### src/rtl/csr_master_bridge.sv
// csr_master_bridge: issues one CSR transfer per host command and returns one response.
// A transfer is held until the responder drops wait-request. Read data is captured at
// the accepting edge or one cycle later, depending on RDATA_DELAY. An optional timeout
// turns a transfer that stays stalled into an error response.
module csr_master_bridge #(
    parameter int ADDR_W         = 4,
    parameter int DATA_W         = 32,
    parameter int RDATA_DELAY    = 1,
    parameter int TIMEOUT_CYCLES = 16
) (
    input  logic                clk,
    input  logic                reset,
    input  logic                cmd_valid_i,
    output logic                cmd_ready_o,
    input  logic                cmd_write_i,
    input  logic [ADDR_W-1:0]   cmd_addr_i,
    input  logic [DATA_W-1:0]   cmd_wdata_i,
    input  logic [DATA_W/8-1:0] cmd_be_i,
    output logic                rsp_valid_o,
    input  logic                rsp_ready_i,
    output logic [DATA_W-1:0]   rsp_rdata_o,
    output logic                rsp_write_o,
    output logic                rsp_error_o,
    output logic                csr_wr_o,
    output logic                csr_rd_o,
    output logic [ADDR_W-1:0]   csr_addr_o,
    output logic [DATA_W-1:0]   csr_wr_data_o,
    output logic [DATA_W/8-1:0] csr_be_o,
    input  logic                csr_wait_rq_i,
    input  logic [DATA_W-1:0]   csr_rd_data_i,
    output logic [1:0]          dbg_state
);

    // Handshakes: a command moves on an edge where cmd_valid_i & cmd_ready_o, a
    // response on an edge where rsp_valid_o & rsp_ready_i; a CSR transfer completes
    // on an edge where a strobe is high and csr_wait_rq_i is low. Valid and payload
    // stay stable until the matching handshake.

    localparam int BE_W  = DATA_W / 8;
    localparam int CNT_W = (TIMEOUT_CYCLES > 0) ? $clog2(TIMEOUT_CYCLES + 1) : 1;
    localparam int LAST  = (TIMEOUT_CYCLES > 0) ? TIMEOUT_CYCLES - 1 : 0;
    localparam logic [CNT_W-1:0] CNT_LAST = CNT_W'(LAST);
    localparam logic [CNT_W-1:0] CNT_MAX  = {CNT_W{1'b1}};
    localparam bit TO_EN   = (TIMEOUT_CYCLES != 0);
    localparam bit RD_LATE = (RDATA_DELAY != 0);

    typedef enum logic [1:0] {IDLE, REQ, RD_CAP, RESP} state_t;

    state_t            state, state_d;
    logic              wr_q;
    logic [ADDR_W-1:0] addr_q;
    logic [DATA_W-1:0] wdata_q;
    logic [BE_W-1:0]   be_q;
    logic [CNT_W-1:0]  cnt_q, cnt_d;
    logic [DATA_W-1:0] rdata_q, rdata_d;
    logic              error_q, error_d;
    logic              load;

    // Next-state, counter and response-capture decisions.
    always_comb begin
        state_d = state;
        cnt_d   = cnt_q;
        rdata_d = rdata_q;
        error_d = error_q;
        load    = 1'b0;
        case (state)
            IDLE: begin
                if (cmd_valid_i) begin
                    load    = 1'b1;
                    cnt_d   = '0;
                    rdata_d = '0;
                    error_d = 1'b0;
                    state_d = REQ;
                end
            end
            REQ: begin
                if (!csr_wait_rq_i) begin
                    // Acceptance wins over a timeout on the same edge.
                    if (wr_q) begin
                        state_d = RESP;
                    end else if (!RD_LATE) begin
                        rdata_d = csr_rd_data_i;
                        state_d = RESP;
                    end else begin
                        state_d = RD_CAP;
                    end
                end else begin
                    if (cnt_q != CNT_MAX) cnt_d = cnt_q + 1'b1;
                    if (TO_EN && (cnt_q == CNT_LAST)) begin
                        error_d = 1'b1;
                        rdata_d = '0;
                        state_d = RESP;
                    end
                end
            end
            RD_CAP: begin
                rdata_d = csr_rd_data_i;
                state_d = RESP;
            end
            RESP: begin
                if (rsp_ready_i) state_d = IDLE;
            end
            default: state_d = IDLE;
        endcase
    end

    // State, command latch and response registers.
    always_ff @(posedge clk) begin
        if (reset) begin
            state   <= IDLE;
            wr_q    <= 1'b0;
            addr_q  <= '0;
            wdata_q <= '0;
            be_q    <= '0;
            cnt_q   <= '0;
            rdata_q <= '0;
            error_q <= 1'b0;
        end else begin
            state   <= state_d;
            cnt_q   <= cnt_d;
            rdata_q <= rdata_d;
            error_q <= error_d;
            if (load) begin
                wr_q    <= cmd_write_i;
                addr_q  <= cmd_addr_i;
                wdata_q <= cmd_wdata_i;
                be_q    <= cmd_be_i;
            end
        end
    end

    // Outputs are decoded from state so strobes can only be high in REQ and the
    // response fields only show in RESP.
    always_comb begin
        cmd_ready_o   = (state == IDLE);
        csr_wr_o      = (state == REQ) &  wr_q;
        csr_rd_o      = (state == REQ) & ~wr_q;
        csr_addr_o    = (state == REQ) ? addr_q  : '0;
        csr_wr_data_o = (state == REQ) ? wdata_q : '0;
        csr_be_o      = (state == REQ) ? be_q    : '0;
        rsp_valid_o   = (state == RESP);
        rsp_rdata_o   = (state == RESP) ? rdata_q : '0;
        rsp_write_o   = (state == RESP) & wr_q;
        rsp_error_o   = (state == RESP) & error_q;
        dbg_state     = state;
    end

endmodule

### config.mk
export PLATFORM = sky130hd
export DESIGN_NAME = csr_master_bridge
export DESIGN_NICKNAME = d
export VERILOG_FILES = /design/src/rtl/csr_master_bridge.sv
export SDC_FILE = /design/constraint.sdc
export NUM_CORES = 1
export LEC_CHECK = 0
export ABC_CLOCK_PERIOD_IN_PS = 1700
export CAP_MARGIN = 0
export CORE_MARGIN = 2
export CORE_UTILIZATION = 38
export CTS_CLUSTER_DIAMETER = 200
export DETAILED_ROUTE_END_ITERATION = 10
export PLACE_DENSITY = 0.85
export SETUP_SLACK_MARGIN = 0.15
export SYNTH_ARGS = -nofsm -noshare
export SYNTH_HDL_FRONTEND = slang
export SYNTH_SLANG_ARGS = --single-unit
export TNS_END_PERCENT = 10
### constraint.sdc
create_clock -name clk -period 1.7 [get_ports clk]
set_input_delay 0.34 -clock clk [delete_from_list [all_inputs] [get_ports clk]]
set_output_delay 0.34 -clock clk [all_outputs]
set_load 0.05 [all_outputs]
# After elaboration in Yosys (flattened, before gate mapping)

Index checks and enable logic that the tools add are counted.

Bits in registers: 81
Bits of input ports: 78
Output and inout bits: 80

Add/sub/neg operators: 1
Equality and inequality tests: 11
Multiplexer cells: 24
Bitwise gates (word level): 5
Reductions and logical operators: 7

Operators by type and width:

| kind                                                 | number |
|---|---|
| 2-to-1 mux 32 bit                                    | 5 |
| one-hot mux 32 bit (3 select lines)                  | 1 |
| 2-to-1 mux 5 bit                                     | 3 |
| AND reduction 4 bit                                  | 3 |
| one-hot mux 5 bit (2 select lines)                   | 1 |
| 2-to-1 mux 2 bit                                     | 4 |
| 2-to-1 mux 4 bit                                     | 2 |
| != test 2 bit (second input constant)                | 4 |
| one-hot mux 2 bit (4 select lines)                   | 1 |
| 2-to-1 mux 1 bit                                     | 6 |
| adder 5 x 1 -> 5 bit (second input constant)         | 1 |
| equality test 5 x 4 -> 1 bit (second input constant) | 1 |
| != test 5 bit (second input constant)                | 1 |
| AND 1 bit                                            | 4 |
| equality test 2 bit (second input constant)          | 2 |
| != test 3 bit (second input constant)                | 1 |
| AND reduction 3 bit                                  | 1 |
| nonzero test 3 bit                                   | 1 |
| equality test 2 x 1 -> 1 bit (second input constant) | 1 |
| logical NOT 2 bit                                    | 1 |
| != test 2 x 1 -> 1 bit (second input constant)       | 1 |
| one-hot mux 1 bit (2 select lines)                   | 1 |
| nonzero test 2 bit                                   | 1 |
| inverter 1 bit                                       | 1 |

# Depth between registers and ports, before layout

Word-level depth: 4
Gate-level depth with buffers: 8
Mapped depth without buffers: 7

# Worst setup path before layout

OpenSTA, ideal clock, no wires.

Path type: reg-to-output
Start point: register state[1], in the netlist dbg_state[1]
End point: output rsp_rdata_o[10]
Arrival: 2117 ps
Setup slack: -757 ps
Stages on the path, launching flop included: 5
Buffers on the path: 2
Cells stage by stage: dfxtp_1 -> ha_1 -> buf_6 -> clkbuf_1 -> and2_1

Word-level cells in the longest chain between the ends: 2

RTL lines:

| what                   | line | source |
|---|---|---|
| start, declared        | 49   | `state_t state, state_d;` |
| start signal, assigned | 119  | `state <= state_d;` |
| equality test 2 bit    | -    |  |
| via rsp_valid_o        | 19   | `output logic rsp_valid_o,` |
| 2-to-1 mux 32 bit      | 142  | `rsp_rdata_o = (state == RESP) ? rdata_q : '0;` |
| end, declared          | 21   | `output logic [DATA_W-1:0] rsp_rdata_o,` |

The timed path passes the listed nets, and every way through them passes these cells.

# Worst setup path in the final report

Start point: register state[0], in the netlist dbg_state[0]
End point: output rsp_rdata_o[23]

Word-level cells in the longest chain between the ends: 2

RTL lines:

| what                | line |
|---|---|
| equality test 2 bit | 142 |
| 2-to-1 mux 32 bit   | 142 |

Every way passes these cells.

==> flow_summary.yaml <==
hold_path:
  hold_start: "reset"
  hold_end: "addr_q[0]$_SDFFE_PP0P_"
  hold_path_class: "in -> reg"
  hold_depth: 2
placement:
  io_buffers: 157
  place_area_mm2: 0.00638
  dp_hpwl_um: 8070
  gp_congestion: 0.768
worst_setup_path:
  critPathKind: "reg -> out"
  critPathMaxStageDelay_ns: 0.39
  end_kind: "output port"
  arrival_ns: 1.49
  crit_slowest_cell: "dfxtp_4"
  reg2reg_from: "cnt_q[0]$_SDFFE_PP0P_"
  startpoint_type: "flop"
  cp_num_buf_inv: 2
  critPathTopFamily: "buffers and inverters"
  cp-startpoint: "dbg_state[0]$_SDFFE_PP0P_"
  reg2reg_slack_ns: -0.02
  cp_max_fo: 5
  crit_chain: "ha_4 > bufbuf_16 > and2_4 > buf_12"
  worstRegToRegCells: 8
  worstPathRequired_ns: 1.36
  reg2reg_to: "rdata_q[0]$_SDFFE_PP0P_"
clocking:
  clk_path_buf_depth: 2
  numCtsBuffers: 9
  cts_num_sinks: 81
  cts_tree: "yes"
  clk_pin_slew_ns: 0.08
  htreeDepth: 3
  insertion_delay_ns: 0.34
  cts-root-buf: "clkbuf_8"
grt:
  grt_pass1_vias: 3800
  antenna_found_initial: 0
  grt_pass1_wl_um: 17900
  grt_usage_pct: 21.6
  grt_max_degree: 42
  gr-total-overflow: 0
synth:
  synth_nets: 551
  synth_compound_area_share_pct: 13.1
  ys_seq_area_share_pct: 43.9
  netlist.top_cell.by_area: "dfxtp_1"
  synthArstFlopShare_pct: 0
  yosysWarnings: 0
  synthSimpleGateAreaFrac_pct: 32.1
  synthDistinctLibCells: 28
  ys_top_cells_by_area: "dfxtp_1 44%, and2_1 13%, nand2_1 12%, a21oi_1 9.9%, nand3_1 4.6%"
  syn_area_mm2: 0.00369
  ys.flop_type: "dfxtp_1"
  synth_xor_xnor_area_share_pct: 0.474
  synthCells: 466
  synth.top_cell.area_share_pct: 43.9
  synth.mux.area_fraction_pct: 1.08
  syn_avg_cell_area_um2: 7.93
  synthAdderAreaFrac_pct: 2.37
  synth_top_family_by_area: "simple AND/OR/NAND/NOR gates"
  synth-edff-count: 0
  synth-seq-cells: 81
timing:
  setup_violations: 76
  fin_worst_skew_ns: 0.0118
  slew_violations: 0
  worst_hold_slack_ns: 0.277
  min_period_over_period_pct: 108
  relSlewSlack_pct: 75.6
  rsz0062_at_grt: "yes"
  tightest_slew_ns: 0.366
  postLayoutSetupSlackWorst_ns: -0.129
  fmax_ghz: 0.547
  fin_crit_ns: 1.83
  timing_hold_violations_final: 0
cells_and_area:
  drive_gt1_share_pct: 35.5
  area_growth_pct: 84.1
  post-route-util_pct: 72.9
  num_antenna_cells: 0
  final_nets: 704
  postLayoutCellArea_mm2: 0.00680
floorplanning:
  start_util_pct: 39.6
  die_h_um: 103
  pin_count: 158
  die_area_mm2: 0.0105
  core_mm2: 0.00933
  rows: 35
  die_w_um: 103
run_status:
  violations: "negative setup slack"
  status: "finished, violations left"
drt:
  drt-initial-drc-count: 125
  drtPass1Iterations: 4
  finalWirelength_um: 11300
  routed_via_density: 4.93
  postRouteAntennaNets: 0
  via_count: 3706
  drc: 0
  wire_per_inst_um: 15.0
pwr:
  p_switching_w: 0.00292
  p_seq_share_pct: 31.5
  peakVddDrop_uv: 799
  leakage_nw: 2.59
  pwr_density_cell_mw_per_mm2: 1120
  p_int_w: 0.00467
  p_clk_share_pct: 19.7
  power_w: 0.00759
  p_comb_share_pct: 48.8
  swShare_pct: 38.5
flow_run:
  drv_cap: 0
==> layout make-up <==
| class | count | area, µm² |
|---|---|---|
| inverter | 4 | 20.0 |
| fill | 631 | 2520 |
| tap | 129 | 161 |
| sequential | 81 | 1630 |
| clock inverter | 3 | 46.3 |
| timing repair buffer | 179 | 2660 |
| clock buffer | 12 | 166 |
| multi-input combinational | 344 | 2120 |
==> cells in the final DEF (no fill, tap or decap), types with 3 or more instances in the layout <==
master and n:
nor2_1 6, nand2_1 115, a21oi_1 68, and2_1 3
buf_4 12, a31oi_1 3, and2_4 67, dfxtp_1 77
nand3_1 34, ha_4 5, clkbuf_8 10, clkdlybuf4s50_1 76
a21oi_2 7, and2_2 8, mux2i_1 3, buf_12 87
==> flip-flops by register name (all words and copies together) (netlist names) <==
register,count
addr_q,4
wdata_q,32
rdata_q,32
cnt_q,5
wr_q,1
be_q,4
dbg_state,2
error_q,1
==> kinds of logic (layout without fill, tap and decap cells) <==
kind of cell	after synthesis	in the layout
buf+inv	41	198
fa+ha+maj	7	7
mux	4	4
xor+xnor	2	2
flops	81	81
compound gates	87	87
simple gates	244	244
==> worst max-delay path by stage <==
stage,to,slack (ns),cells after the start
2_1_floorplan,csr_wr_data_o[17],0.02,6
3_3_place_gp,rdata_q[31]$_SDFFE_PP0P_,-0.07,6
3_5_place_dp,rdata_q[17]$_SDFFE_PP0P_,-0.12,6
4_1_cts,csr_wr_data_o[2],-0.16,5
5_1_grt,csr_wr_data_o[3],-0.19,5
6_report,rsp_rdata_o[23],-0.13,4
==> repair_timing <==
item,4_1_cts,5_1_grt
pin swaps,67,11
hold buffers,0,0
resized for setup,14,10
cloned,1,0
setup buffers,7,1
setup endpoints to repair,115,143
==> cells in the mapped netlist (2+ instances only) <==
library cell,number
a211oi_1,2
a21o_1,2
a21oi_1,73
a21oi_2,3
a31oi_1,3
and2_1,78
buf_2,6
buf_6,5
clkbuf_1,20
clkbuf_8,6
dfxtp_1,81
ha_1,7
inv_1,4
mux2i_1,4
nand2_1,116
nand2b_1,3
nand3_1,34
nor2_1,6
nor2b_1,3
xnor2_1,2
==> worst reg2reg max path, cell delays in order (launching register included) <==
cell and delay, ns:
dfxtp_2 0.36, ha_4 0.14, and3_4 0.20, ha_4 0.15
nand2_2 0.07, a211oi_4 0.25, buf_12 0.22, nand3_1 0.13
a21oi_2 0.15
==> per-stage QoR <==
stage                     std cells  setup TNS [ns]  setup WS [ns]
after detailed placement        728           -2.80         -0.120
after global placement          728           -1.08        -0.0689
after global routing            752          -12.88         -0.192
final                           752           -5.37         -0.129
after floorplan                 466               0         0.0205
after CTS                       751           -7.89         -0.165
==> power groups by stage <==
stage,clock [W],combinational [W],sequential [W]
final,0.00149,0.00370,0.00239
after global routing,0.00162,0.00397,0.00243
after CTS,0.00154,0.00364,0.00239
after detailed placement,0,0.00346,0.00244
after global placement,0,0.00336,0.00241
after floorplan,0,0.00229,0.00246
==> layer usage <==
layer | wire (µm) | global-route usage [%] | vias up
met1 | 4190 | 24.2 | 1726
li1 | - | - | 1812
met5 | 0 | 0 | -
met2 | 5860 | 37.7 | 141
met3 | 989 | 7.53 | 27
met4 | 260 | 8.10 | 0
Note: power is estimated with default switching activity, not from simulation.
